==> src/rtl/alu_pkg.sv <==
// Shared definitions for the sequential ALU.
// Holds the 5-bit opcode encodings and the controller state encoding.
package alu_pkg;

  localparam logic [4:0] OP_LDW  = 5'b00000;
  localparam logic [4:0] OP_LDWI = 5'b00001;
  localparam logic [4:0] OP_STW  = 5'b00010;
  localparam logic [4:0] OP_ADD  = 5'b00011;
  localparam logic [4:0] OP_SUB  = 5'b00100;
  localparam logic [4:0] OP_SHR  = 5'b00101;
  localparam logic [4:0] OP_SHL  = 5'b00110;
  localparam logic [4:0] OP_ROR  = 5'b00111;
  localparam logic [4:0] OP_ROL  = 5'b01000;
  localparam logic [4:0] OP_AND  = 5'b01001;
  localparam logic [4:0] OP_OR   = 5'b01010;
  localparam logic [4:0] OP_ADDI = 5'b01011;
  localparam logic [4:0] OP_ANDI = 5'b01100;
  localparam logic [4:0] OP_ORI  = 5'b01101;
  localparam logic [4:0] OP_MUL  = 5'b01110;
  localparam logic [4:0] OP_DIV  = 5'b01111;
  localparam logic [4:0] OP_NEG  = 5'b10000;
  localparam logic [4:0] OP_NOT  = 5'b10001;
  localparam logic [4:0] OP_NOP  = 5'b11001;
  localparam logic [4:0] OP_HALT = 5'b11010;

  typedef enum logic [1:0] {
    ST_IDLE = 2'd0,
    ST_MUL  = 2'd1,
    ST_DIV  = 2'd2,
    ST_FIN  = 2'd3
  } state_t;

endpackage

==> src/rtl/iter_divider.sv <==
// Restoring divider core on unsigned magnitudes, one quotient bit per step.
// Ports:
//   clk, clear          clock, synchronous active-high reset
//   load                capture dividend/divisor and zero the partial remainder
//   step                perform one restoring iteration
//   dividend, divisor   unsigned magnitudes
//   quo_next, rem_next  quotient/remainder as they will be after the current
//                       step; after WIDTH steps these are the final values
module iter_divider #(
  parameter int WIDTH = 32
) (
  input  logic             clk,
  input  logic             clear,
  input  logic             load,
  input  logic             step,
  input  logic [WIDTH-1:0] dividend,
  input  logic [WIDTH-1:0] divisor,
  output logic [WIDTH-1:0] quo_next,
  output logic [WIDTH-1:0] rem_next
);

  // quo starts as the dividend; its bits shift out into rem while the
  // quotient bits shift in from the bottom.
  logic [WIDTH-1:0] quo;
  logic [WIDTH-1:0] rem;
  logic [WIDTH-1:0] dvsr;
  logic [WIDTH:0]   rem_sh;
  logic [WIDTH:0]   diff;

  always_comb begin
    rem_sh   = {rem, quo[WIDTH-1]};
    diff     = rem_sh - {1'b0, dvsr};
    quo_next = {quo[WIDTH-2:0], ~diff[WIDTH]};
    // Partial remainder stays below the divisor, so W bits always suffice.
    rem_next = diff[WIDTH] ? rem_sh[WIDTH-1:0] : diff[WIDTH-1:0];
  end

  always_ff @(posedge clk) begin
    if (clear) begin
      quo  <= '0;
      rem  <= '0;
      dvsr <= '0;
    end else if (load) begin
      quo  <= dividend;
      rem  <= '0;
      dvsr <= divisor;
    end else if (step) begin
      quo <= quo_next;
      rem <= rem_next;
    end
  end

endmodule

==> src/rtl/seq_alu.sv <==
// Multi-cycle ALU: single-cycle ops with a registered result, radix-2 Booth
// multiply and signed restoring divide run iteratively over WIDTH cycles.
// Ports:
//   clk, clear    clock, synchronous active-high reset
//   start         request, sampled only while idle
//   opcode        operation (alu_pkg encodings)
//   ra, rb        operands; shift/rotate amount is rb[SHW-1:0]
//   rc            result {HI, LO}, held between done pulses
//   busy          iterative op in flight
//   done          one-cycle pulse when rc is written
//   div_by_zero   sticky until the next accepted start
//
// state   | meaning
// ST_IDLE | accepts start; single-cycle ops complete from here
// ST_MUL  | one Booth step per cycle, count down from WIDTH
// ST_DIV  | one restoring step per cycle, count down from WIDTH
// ST_FIN  | result written, done high; start ignored
module seq_alu
  import alu_pkg::*;
#(
  parameter int WIDTH = 32,
  parameter int SHW   = $clog2(WIDTH)
) (
  input  logic               clk,
  input  logic               clear,
  input  logic               start,
  input  logic [4:0]         opcode,
  input  logic [WIDTH-1:0]   ra,
  input  logic [WIDTH-1:0]   rb,
  output logic [2*WIDTH-1:0] rc,
  output logic               busy,
  output logic               done,
  output logic               div_by_zero
);

  localparam int CW = $clog2(WIDTH) + 1;

  state_t             state, state_nxt;
  logic [CW-1:0]      count;
  logic               accept, is_mul, is_div, rb_zero, last_step;
  logic [SHW-1:0]     amt;
  logic [WIDTH-1:0]   lo_single, hi_single;
  logic [WIDTH:0]     mcand, booth_hi;
  logic [2*WIDTH+1:0] prod, prod_step;
  logic [WIDTH-1:0]   ra_mag, rb_mag, quo_next, rem_next, quo_fix, rem_fix;
  logic               neg_q, neg_r;

  assign accept    = start && (state == ST_IDLE);
  assign is_mul    = (opcode == OP_MUL);
  assign is_div    = (opcode == OP_DIV);
  assign rb_zero   = (rb == '0);
  assign amt       = rb[SHW-1:0];
  assign last_step = (count == CW'(1));
  assign busy      = (state == ST_MUL) || (state == ST_DIV);

  always_comb begin
    state_nxt = state;
    case (state)
      ST_IDLE: begin
        if (accept && is_mul)                 state_nxt = ST_MUL;
        else if (accept && is_div && !rb_zero) state_nxt = ST_DIV;
      end
      ST_MUL, ST_DIV: if (last_step) state_nxt = ST_FIN;
      ST_FIN:  state_nxt = ST_IDLE;
      default: state_nxt = ST_IDLE;
    endcase
  end

  always_ff @(posedge clk) begin
    if (clear) state <= ST_IDLE;
    else       state <= state_nxt;
  end

  // Single-cycle results; the DIV arm is only used for a zero divisor.
  always_comb begin
    lo_single = '0;
    hi_single = '0;
    case (opcode)
      OP_LDW, OP_LDWI, OP_STW, OP_ADD, OP_ADDI: lo_single = ra + rb;
      OP_SUB:          lo_single = ra - rb;
      OP_AND, OP_ANDI: lo_single = ra & rb;
      OP_OR, OP_ORI:   lo_single = ra | rb;
      OP_NEG:          lo_single = -rb;
      OP_NOT:          lo_single = ~rb;
      OP_SHR:          lo_single = ra >> amt;
      OP_SHL:          lo_single = ra << amt;
      // A zero amount makes the complementary shift WIDTH, which yields 0.
      OP_ROR:          lo_single = (ra >> amt) | (ra << (WIDTH - int'(amt)));
      OP_ROL:          lo_single = (ra << amt) | (ra >> (WIDTH - int'(amt)));
      OP_DIV: begin
        lo_single = '1;
        hi_single = ra;
      end
      default: ;
    endcase
  end

  // Booth step: accumulator carries one guard bit so adding/subtracting the
  // most negative multiplicand cannot overflow, then arithmetic shift right.
  always_comb begin
    booth_hi = prod[2*WIDTH+1:WIDTH+1];
    case (prod[1:0])
      2'b01:   booth_hi = booth_hi + mcand;
      2'b10:   booth_hi = booth_hi - mcand;
      default: ;
    endcase
    prod_step = {booth_hi[WIDTH], booth_hi, prod[WIDTH:1]};
  end

  assign ra_mag  = ra[WIDTH-1] ? -ra : ra;
  assign rb_mag  = rb[WIDTH-1] ? -rb : rb;
  assign quo_fix = neg_q ? -quo_next : quo_next;
  assign rem_fix = neg_r ? -rem_next : rem_next;

  iter_divider #(.WIDTH(WIDTH)) u_div (
    .clk      (clk),
    .clear    (clear),
    .load     (accept && is_div && !rb_zero),
    .step     (state == ST_DIV),
    .dividend (ra_mag),
    .divisor  (rb_mag),
    .quo_next (quo_next),
    .rem_next (rem_next)
  );

  always_ff @(posedge clk) begin
    if (clear) begin
      rc          <= '0;
      done        <= 1'b0;
      div_by_zero <= 1'b0;
      count       <= '0;
      prod        <= '0;
      mcand       <= '0;
      neg_q       <= 1'b0;
      neg_r       <= 1'b0;
    end else begin
      done <= 1'b0;
      case (state)
        ST_IDLE: begin
          if (accept) begin
            div_by_zero <= 1'b0;
            count       <= CW'(WIDTH);
            if (is_mul) begin
              prod  <= {{(WIDTH+1){1'b0}}, rb, 1'b0};
              mcand <= {ra[WIDTH-1], ra};
            end else if (is_div && !rb_zero) begin
              neg_q <= ra[WIDTH-1] ^ rb[WIDTH-1];
              neg_r <= ra[WIDTH-1];
            end else begin
              rc   <= {hi_single, lo_single};
              done <= 1'b1;
              if (is_div) div_by_zero <= 1'b1;
            end
          end
        end
        ST_MUL: begin
          prod  <= prod_step;
          count <= count - CW'(1);
          if (last_step) begin
            rc   <= prod_step[2*WIDTH:1];
            done <= 1'b1;
          end
        end
        ST_DIV: begin
          count <= count - CW'(1);
          if (last_step) begin
            rc   <= {rem_fix, quo_fix};
            done <= 1'b1;
          end
        end
        default: ;
      endcase
    end
  end

endmodule

==> config.mk <==
export PLATFORM = sky130hd
export DESIGN_NAME = seq_alu
export DESIGN_NICKNAME = d
export VERILOG_FILES = /design/src/rtl/alu_pkg.sv /design/src/rtl/iter_divider.sv /design/src/rtl/seq_alu.sv
export SDC_FILE = /design/constraint.sdc
export NUM_CORES = 2
export LEC_CHECK = 0
export BUFFER_PORTS_ARGS = -buffer_cell sky130_fd_sc_hd__buf_2
export CAP_MARGIN = 30
export CELL_PAD_IN_SITES_DETAIL_PLACEMENT = 0
export CELL_PAD_IN_SITES_GLOBAL_PLACEMENT = 1
export CORE_UTILIZATION = 40
export CTS_BUF_LIST = sky130_fd_sc_hd__clkbuf_16
export DETAILED_ROUTE_END_ITERATION = 6
export PLACE_DENSITY = 0.82
export SYNTH_ARGS = -nofsm -noshare
export SYNTH_HDL_FRONTEND = slang
export SYNTH_SLANG_ARGS = --single-unit
==> constraint.sdc <==
create_clock -name clk -period 6.88 [get_ports clk]
set_input_delay 0.688 -clock clk [delete_from_list [all_inputs] [get_ports clk]]
set_output_delay 0.688 -clock clk [all_outputs]
set_load 0.05 [all_outputs]
### Word-level counts from Yosys, hierarchy flattened

Cells that the tools add are included.

| word-level totals | value |
|---|---|
| output and inout bits | 67 |
| input port bits | 72 |
| register bits | 270 |
| logic and storage cells | 125 |

| cells by class | value |
|---|---|
| reductions and logical operators | 26 |
| muxes and demuxes | 33 |
| shifts and indexed selects | 4 |
| add/subtract/negate cells | 11 |
| equal/unequal tests | 31 |
| bitwise logic cells | 8 |

Operators with widths:

| cell | count |
|---|---|
| $pmux W32 S11 | 1 |
| $mux W64 | 5 |
| $mux W32 | 8 |
| $pmux W64 S3 | 1 |
| $mux W66 | 2 |
| $pmux W66 S2 | 1 |
| $neg A32 Y32 | 4 |
| $or A32 B32 Y32 | 3 |
| $pmux W33 S2 | 1 |
| $eq A5 B4 Y1 const B | 8 |
| $add A33 B33 Y33 | 1 |
| $sub A33 B32 Y33 | 1 |
| $sub A33 B33 Y33 | 1 |
| $add A32 B32 Y32 | 1 |
| $and A32 B32 Y32 | 1 |
| $logic_not A32 Y1 | 1 |
| $not A32 Y32 | 1 |
| $shl A32 B32 Y32 | 1 |
| $shl A32 B5 Y32 | 1 |
| $shr A32 B32 Y32 | 1 |
| $shr A32 B5 Y32 | 1 |
| $sub A32 B32 Y32 | 1 |
| $eq A5 B3 Y1 const B | 4 |
| $ne A2 B2 Y1 const B | 6 |
| other kinds (31) | 57 |

### Longest topological paths before layout

| logic depth | value |
|---|---|
| depth in word-level cells | 8 |
| depth in mapped cells | 25 |
| mapped depth without buffers | 22 |

### Hierarchy

A second synthesis with hierarchy kept.

| second synthesis, totals | value |
|---|---|
| cell total of the unflattened synthesis | 4095 |
| area total of the unflattened synthesis | 29744.8 µm² |

By module, submodules not included:

| module | times used | area each (µm²) | cells each | sequential area each (µm²) |
|---|---|---|---|---|
| seq_alu | 1 | 23326.1 | 3290 | 3463.3 |
| iter_divider | 1 | 6418.7 | 805 | 1921.8 |

### Least setup slack after synthesis

OpenSTA, ideal clock, no wires.

| timing path | value |
|---|---|
| path kind | input -> register |
| start point | input rb[1] |
| end point | register rc[31] |
| buffers on the path | 5 |
| cell stages on the path | 25 |
| library setup time | 0.132 ns |
| path slack | 1.017 ns |
| data arrival time | 5.731 ns |
| required time | 6.748 ns |
| cells stage by stage | buf_4 clkinv_1 buf_1 clkbuf_1 ha_1 clkbuf_1 nand3_1 nor4_2 nand2_1 nand2_1 xor2_1 ha_1 clkbuf_1 a21oi_1 o21ai_0 a21o_1 a21oi_1 o21ai_0 a21o_1 a2111oi_0 o21ai_0 a31oi_1 xnor2_1 a221oi_1 nor3_1 |

| on the way | value |
|---|---|
| longest elaborated chain between the ends | 8 |
| elaborated cells between the ends (all ways) | 20 |
| those cells by class | add/sub (4); eq/ne (1); shift (4); mux (5); bitwise (2); reduce/logical (4) |

RTL lines:

| what | line | source |
|---|---|---|
| start: declaration | seq_alu.sv:29 | `input logic [WIDTH-1:0] rb,` |
| $sub A6 B5 Y7 | seq_alu.sv:88, seq_alu.sv:89 |  |
| $shr A32 B32 Y32 or $shl A32 B32 Y32 (tied branches) | seq_alu.sv:89, seq_alu.sv:88 |  |
| $or A32 B32 Y32 (on tied branches) | seq_alu.sv:89, seq_alu.sv:88 |  |
| $pmux W32 S11 | seq_alu.sv:78 | `case (opcode)` |
| $mux W64 | seq_alu.sv:146 | `end else if (is_div && !rb_zero) begin` |
| $mux W64 | seq_alu.sv:143 | `if (is_mul) begin` |
| $mux W64 | seq_alu.sv:140 | `if (accept) begin` |
| $pmux W64 S3 | seq_alu.sv:138 | `case (state)` |
| end signal: assignment | seq_alu.sv:150 | `rc <= {hi_single, lo_single};` |
| end signal: assignment | seq_alu.sv:160 | `rc <= prod_step[2*WIDTH:1];` |
| end signal: assignment | seq_alu.sv:167 | `rc <= {rem_fix, quo_fix};` |
| end: declaration | seq_alu.sv:30 | `output logic [2*WIDTH-1:0] rc,` |

Parallel ways exist; a longest one is shown, timed or not. The select of a mux whose other input is x is not followed.
A chain may end at the register's enable or synchronous reset.

### Final worst setup path

| timing path | value |
|---|---|
| start point | register u_div.quo[31] |
| end point | register rc[54] |

| on the way | value |
|---|---|
| longest elaborated chain between the ends | 6 |

RTL lines:

| what | line | source |
|---|---|---|
| start: declaration | iter_divider.sv:24 | `logic [WIDTH-1:0] quo;` |
| start signal: assignment | iter_divider.sv:44 | `quo <= dividend;` |
| start signal: assignment | iter_divider.sv:48 | `quo <= quo_next;` |
| $sub A33 B32 Y33 | iter_divider.sv:32 | `diff = rem_sh - {1'b0, dvsr};` |
| $mux W32 (*) | iter_divider.sv:35 | `rem_next = diff[WIDTH] ? rem_sh[WIDTH-1:0] : diff[WIDTH-1:0];` |
| $neg A32 Y32 | seq_alu.sv:113 | `assign rem_fix = neg_r ? -rem_next : rem_next;` |
| $mux W32 (*) | seq_alu.sv:113 |  |
| $mux W64 (*) | seq_alu.sv:166 | `if (last_step) begin` |
| $pmux W64 S3 (*) | seq_alu.sv:138 |  |

Mark *: on every way between the ends. The rest lies on a longest branch, timed or not. The select of a mux whose other input is x is not followed.

==> flow_summary.yaml <==
die:
  coreArea_mm2: 0.0719
  die-area_mm2: 0.0740
  die_h_um: 272
  die_width_um: 272
  initial_core_util_pct: 40.6
  ios: 139
  rows: 98
timing:
  finClkSkew_ns: 0.0267
  layout_min_cycle_time_ns: 6.04
  rsz0062_at_grt: "false"
  slew_viol_final: 0
  whs_ns: 0.458
  relSlewSlack_pct: 30.0
  max_freq_mhz: 166
  tightest_slew_ns: 1.05
  min_period_over_period_pct: 87.8
  finalHoldViolCount: 0
  setup_tns_ns: 0
  final-setup-viol-count: 0
grt:
  antenna_found_initial: 17
  grt_pass1_wl_um: 220000
  grt_max_degree: 98
  grt.total_usage_pct: 40.2
  grt.overflow.total: 0
  grt_pass1_vias: 30300
routing:
  vias_per_cell: 6.58
  drt_pass1_iterations: 6
  drt-initial-drc-count: 4458
  wl_per_cell_um: 30.1
  vias: 33500
  ant_nets: 0
  wirelength_um: 153000
  drcViolationCount: 0
finish:
  multi_input_area_mm2: 0.0222
  seqCellArea_mm2: 0.00539
  drive_above_1_share_pct: 10.2
  area.growth.synth_to_final_pct: 8.99
  final_nets: 4289
  fillers: 7620
worst_setup_path:
  worstSetupStartpointType: "register"
  slowest_delay_ns: 0.43
  cp.required_ns: 7.33
  crit_family: "compound AO/OA/AOI/OAI gates"
  path_class: "reg2reg"
  cp_cell_sequence: "inv_1 -> ha_1 -> fa_1 -> nand2b_1 -> a211oi_1 -> o211ai_1 -> a31oi_1 -> nor4_1 -> buf_4 -> nor2_4 -> clkinv_1 -> a21oi_1 -> ha_1 -> inv_1 -> nor4_1 -> nor3b_1 -> a31o_2 -> nand4b_1 -> o21ai_0 -> xnor2_1 -> o2111a_1 -> o41ai_1"
  crit_buf_inv: 4
  arrival_ns: 6.49
  cp-end-kind: "register"
  critical_path_peak_fanout: 9
  crit_path_top_delay_cell: "a211oi_1"
yosys:
  synthDistinctLibCells: 90
  synth_ff_type: "dfxtp_1"
  ys_ff_latch: 269
  synth_area_per_cell_um2: 6.97
  synth_edf_count: 0
  netlist_area_mm2: 0.0292
  synth_nets: 4373
  synth_warnings: 0
  yosys.area.top_type: "dfxtp_1"
  synth_seq_area_share_pct: 18.5
  synth_top_area_share_pct: 18.5
  postSynthCellCount: 4183
  async_flop_share_pct: 0
  synth_area_leaders: "dfxtp_1 (18%), nand2_1 (7.3%), nor2_1 (6.6%)"
pwr:
  pwr_density_cell_mw_per_mm2: 441
  leakagePower_nw: 12.1
  vdd.ir_drop.worst_mv: 0.618
clocking:
  clk-insertion-delay-late_ns: 0.57
  cts_resized: 0
  cts_sinks: 269
  cts_max_level: 2
  post-cts-setup-buffer-count: 0
  clock_path_buffers: 3
  root_buffer: "clkbuf_16"
  cts_tree: "yes"
  postCtsHoldBufs: 0
  cts_made_buffers: 34
  clk_pin_slew_ns: 0.06
placement:
  port_buffers: 138
  routabilityCongestion: 1.05
  place_hpwl_um: 114000
run:
  max_cap_violations: 0
run_status:
  status: "completed"
min_path:
  hp-class: "reg2reg"
==> per-stage QoR <==
stage	std cells	instance area, um2	util (%)	power, mW	setup slack [ns]
final	5091	31800	44.3	14.0	0.838
after CTS	5074	31800	44.2	13.8	0.946
after global placement	5012	30600	42.6	11.9	0.738
after detailed placement	5013	30600	42.6	11.9	0.739
after floorplan	4183	29200	-	8.75	1.02
after global routing	5076	31800	44.2	14.7	0.324
==> power breakdown <==
| part | switching [mW] | leakage, nW | internal, mW |
|---|---|---|---|
| combinational | 6.81 | 9.34 | 3.14 |
| sequential | 0.348 | 2.18 | 1.83 |
| clock | 0.814 | 0.567 | 1.09 |
| total | 7.97 | 12.1 | 6.06 |
==> logic make-up after synthesis <==
| family | synth area share (%) |
|---|---|
| buf+inv | 6.02 |
| xor+xnor | 8.19 |
| mux | 9.98 |
| flops | 18.5 |
| fa+ha+maj | 5.14 |
| compound gates | 30.3 |
| simple gates | 22.0 |
==> Yosys cell counts (22+ instances only) <==
master / number
clkbuf_1: 293
nand2_1: 567
a211oi_1: 212
or3_1: 30
a21oi_1: 363
o31ai_1: 28
mux2i_1: 175
o221ai_1: 22
a31oi_1: 48
nand2b_1: 33
nor4_1: 28
xnor2_1: 167
a311oi_1: 28
nand3_1: 59
o21ai_0: 269
mux2_2: 51
o21a_1: 25
buf_1: 52
nor3_1: 86
inv_1: 87
a221oi_1: 47
a21o_1: 58
o22ai_1: 24
xor2_1: 104
dfxtp_1: 269
nor2b_1: 29
mux4_2: 26
ha_1: 115
nor2_1: 516
o211ai_1: 42
==> state kept, by name (all words and copies together), names as in the netlist <==
signal       cells
neg_q            1
neg_r            1
count            6
div_by_zero      1
u_div.dvsr      32
mcand           32
state            2
u_div.quo       32
prod            65
done             1
rc              64
u_div.rem       32
==> layout by cell type, fill, tap and decap left out, types with 29 or more instances in the layout <==
cell       count
nand2_1      567
nor2_1       514
a21oi_1      363
o21ai_0      269
dfxtp_1      269
a211oi_1     212
mux2i_1      175
xnor2_1      164
buf_2        136
ha_1         111
xor2_1       103
buf_4        101
inv_1         91
nor3_1        82
nand3_1       59
a21o_1        58
mux2_2        51
a31oi_1       48
a221oi_1      47
o211ai_1      42
clkbuf_16     35
nand2b_1      33
or3_1         29
nor2b_1       29
==> path summary, 6_finish.rpt <==
path | from | to | slack [ns] | cells after the start
setup / recovery | u_div.quo[31] | rc[54] | 0.84 | 22
hold / removal | u_div.dvsr[0] | u_div.dvsr[0] | 0.46 | 2
setup reg to reg | u_div.quo[31] | rc[54] | 0.84 | 22
hold reg to reg | u_div.dvsr[0] | u_div.dvsr[0] | 0.46 | 2
==> worst register-to-register path: stages (launching register included) <==
cell and delay [ns]:
dfxtp_1 0.35, inv_1 0.08, ha_1 0.21, fa_1 0.41, nand2b_1 0.20, a211oi_1 0.43
o211ai_1 0.24, a31oi_1 0.42, nor4_1 0.11, buf_4 0.18, nor2_4 0.09, clkinv_1 0.39
a21oi_1 0.37, ha_1 0.25, inv_1 0.07, nor4_1 0.42, nor3b_1 0.31, a31o_2 0.23
nand4b_1 0.18, o21ai_0 0.27, xnor2_1 0.14, o2111a_1 0.27, o41ai_1 0.30
==> area by class of cell <==
| cell class | count | area share, % |
|---|---|---|
| Tap cell | 950 | 3.74 |
| Multi-Input combinational cell | 3457 | 69.7 |
| Sequential cell | 269 | 16.9 |
| Timing Repair Buffer | 241 | 4.73 |
| Clock buffer | 35 | 2.75 |
| Inverter | 96 | 1.13 |
| Antenna cell | 17 | 0.134 |
| Clock inverter | 26 | 0.854 |
==> metal layers <==
layer | routed length [um] | vias to the layer above | global-route usage, %
met5 | 80 | - | 0
met4 | 11700 | 12 | 26.6
met1 | 60400 | 15900 | 51.4
li1 | - | 15100 | -
met2 | 65700 | 2038 | 61.1
met3 | 15500 | 485 | 8.23
Note: power is estimated with default switching activity, not from simulation.
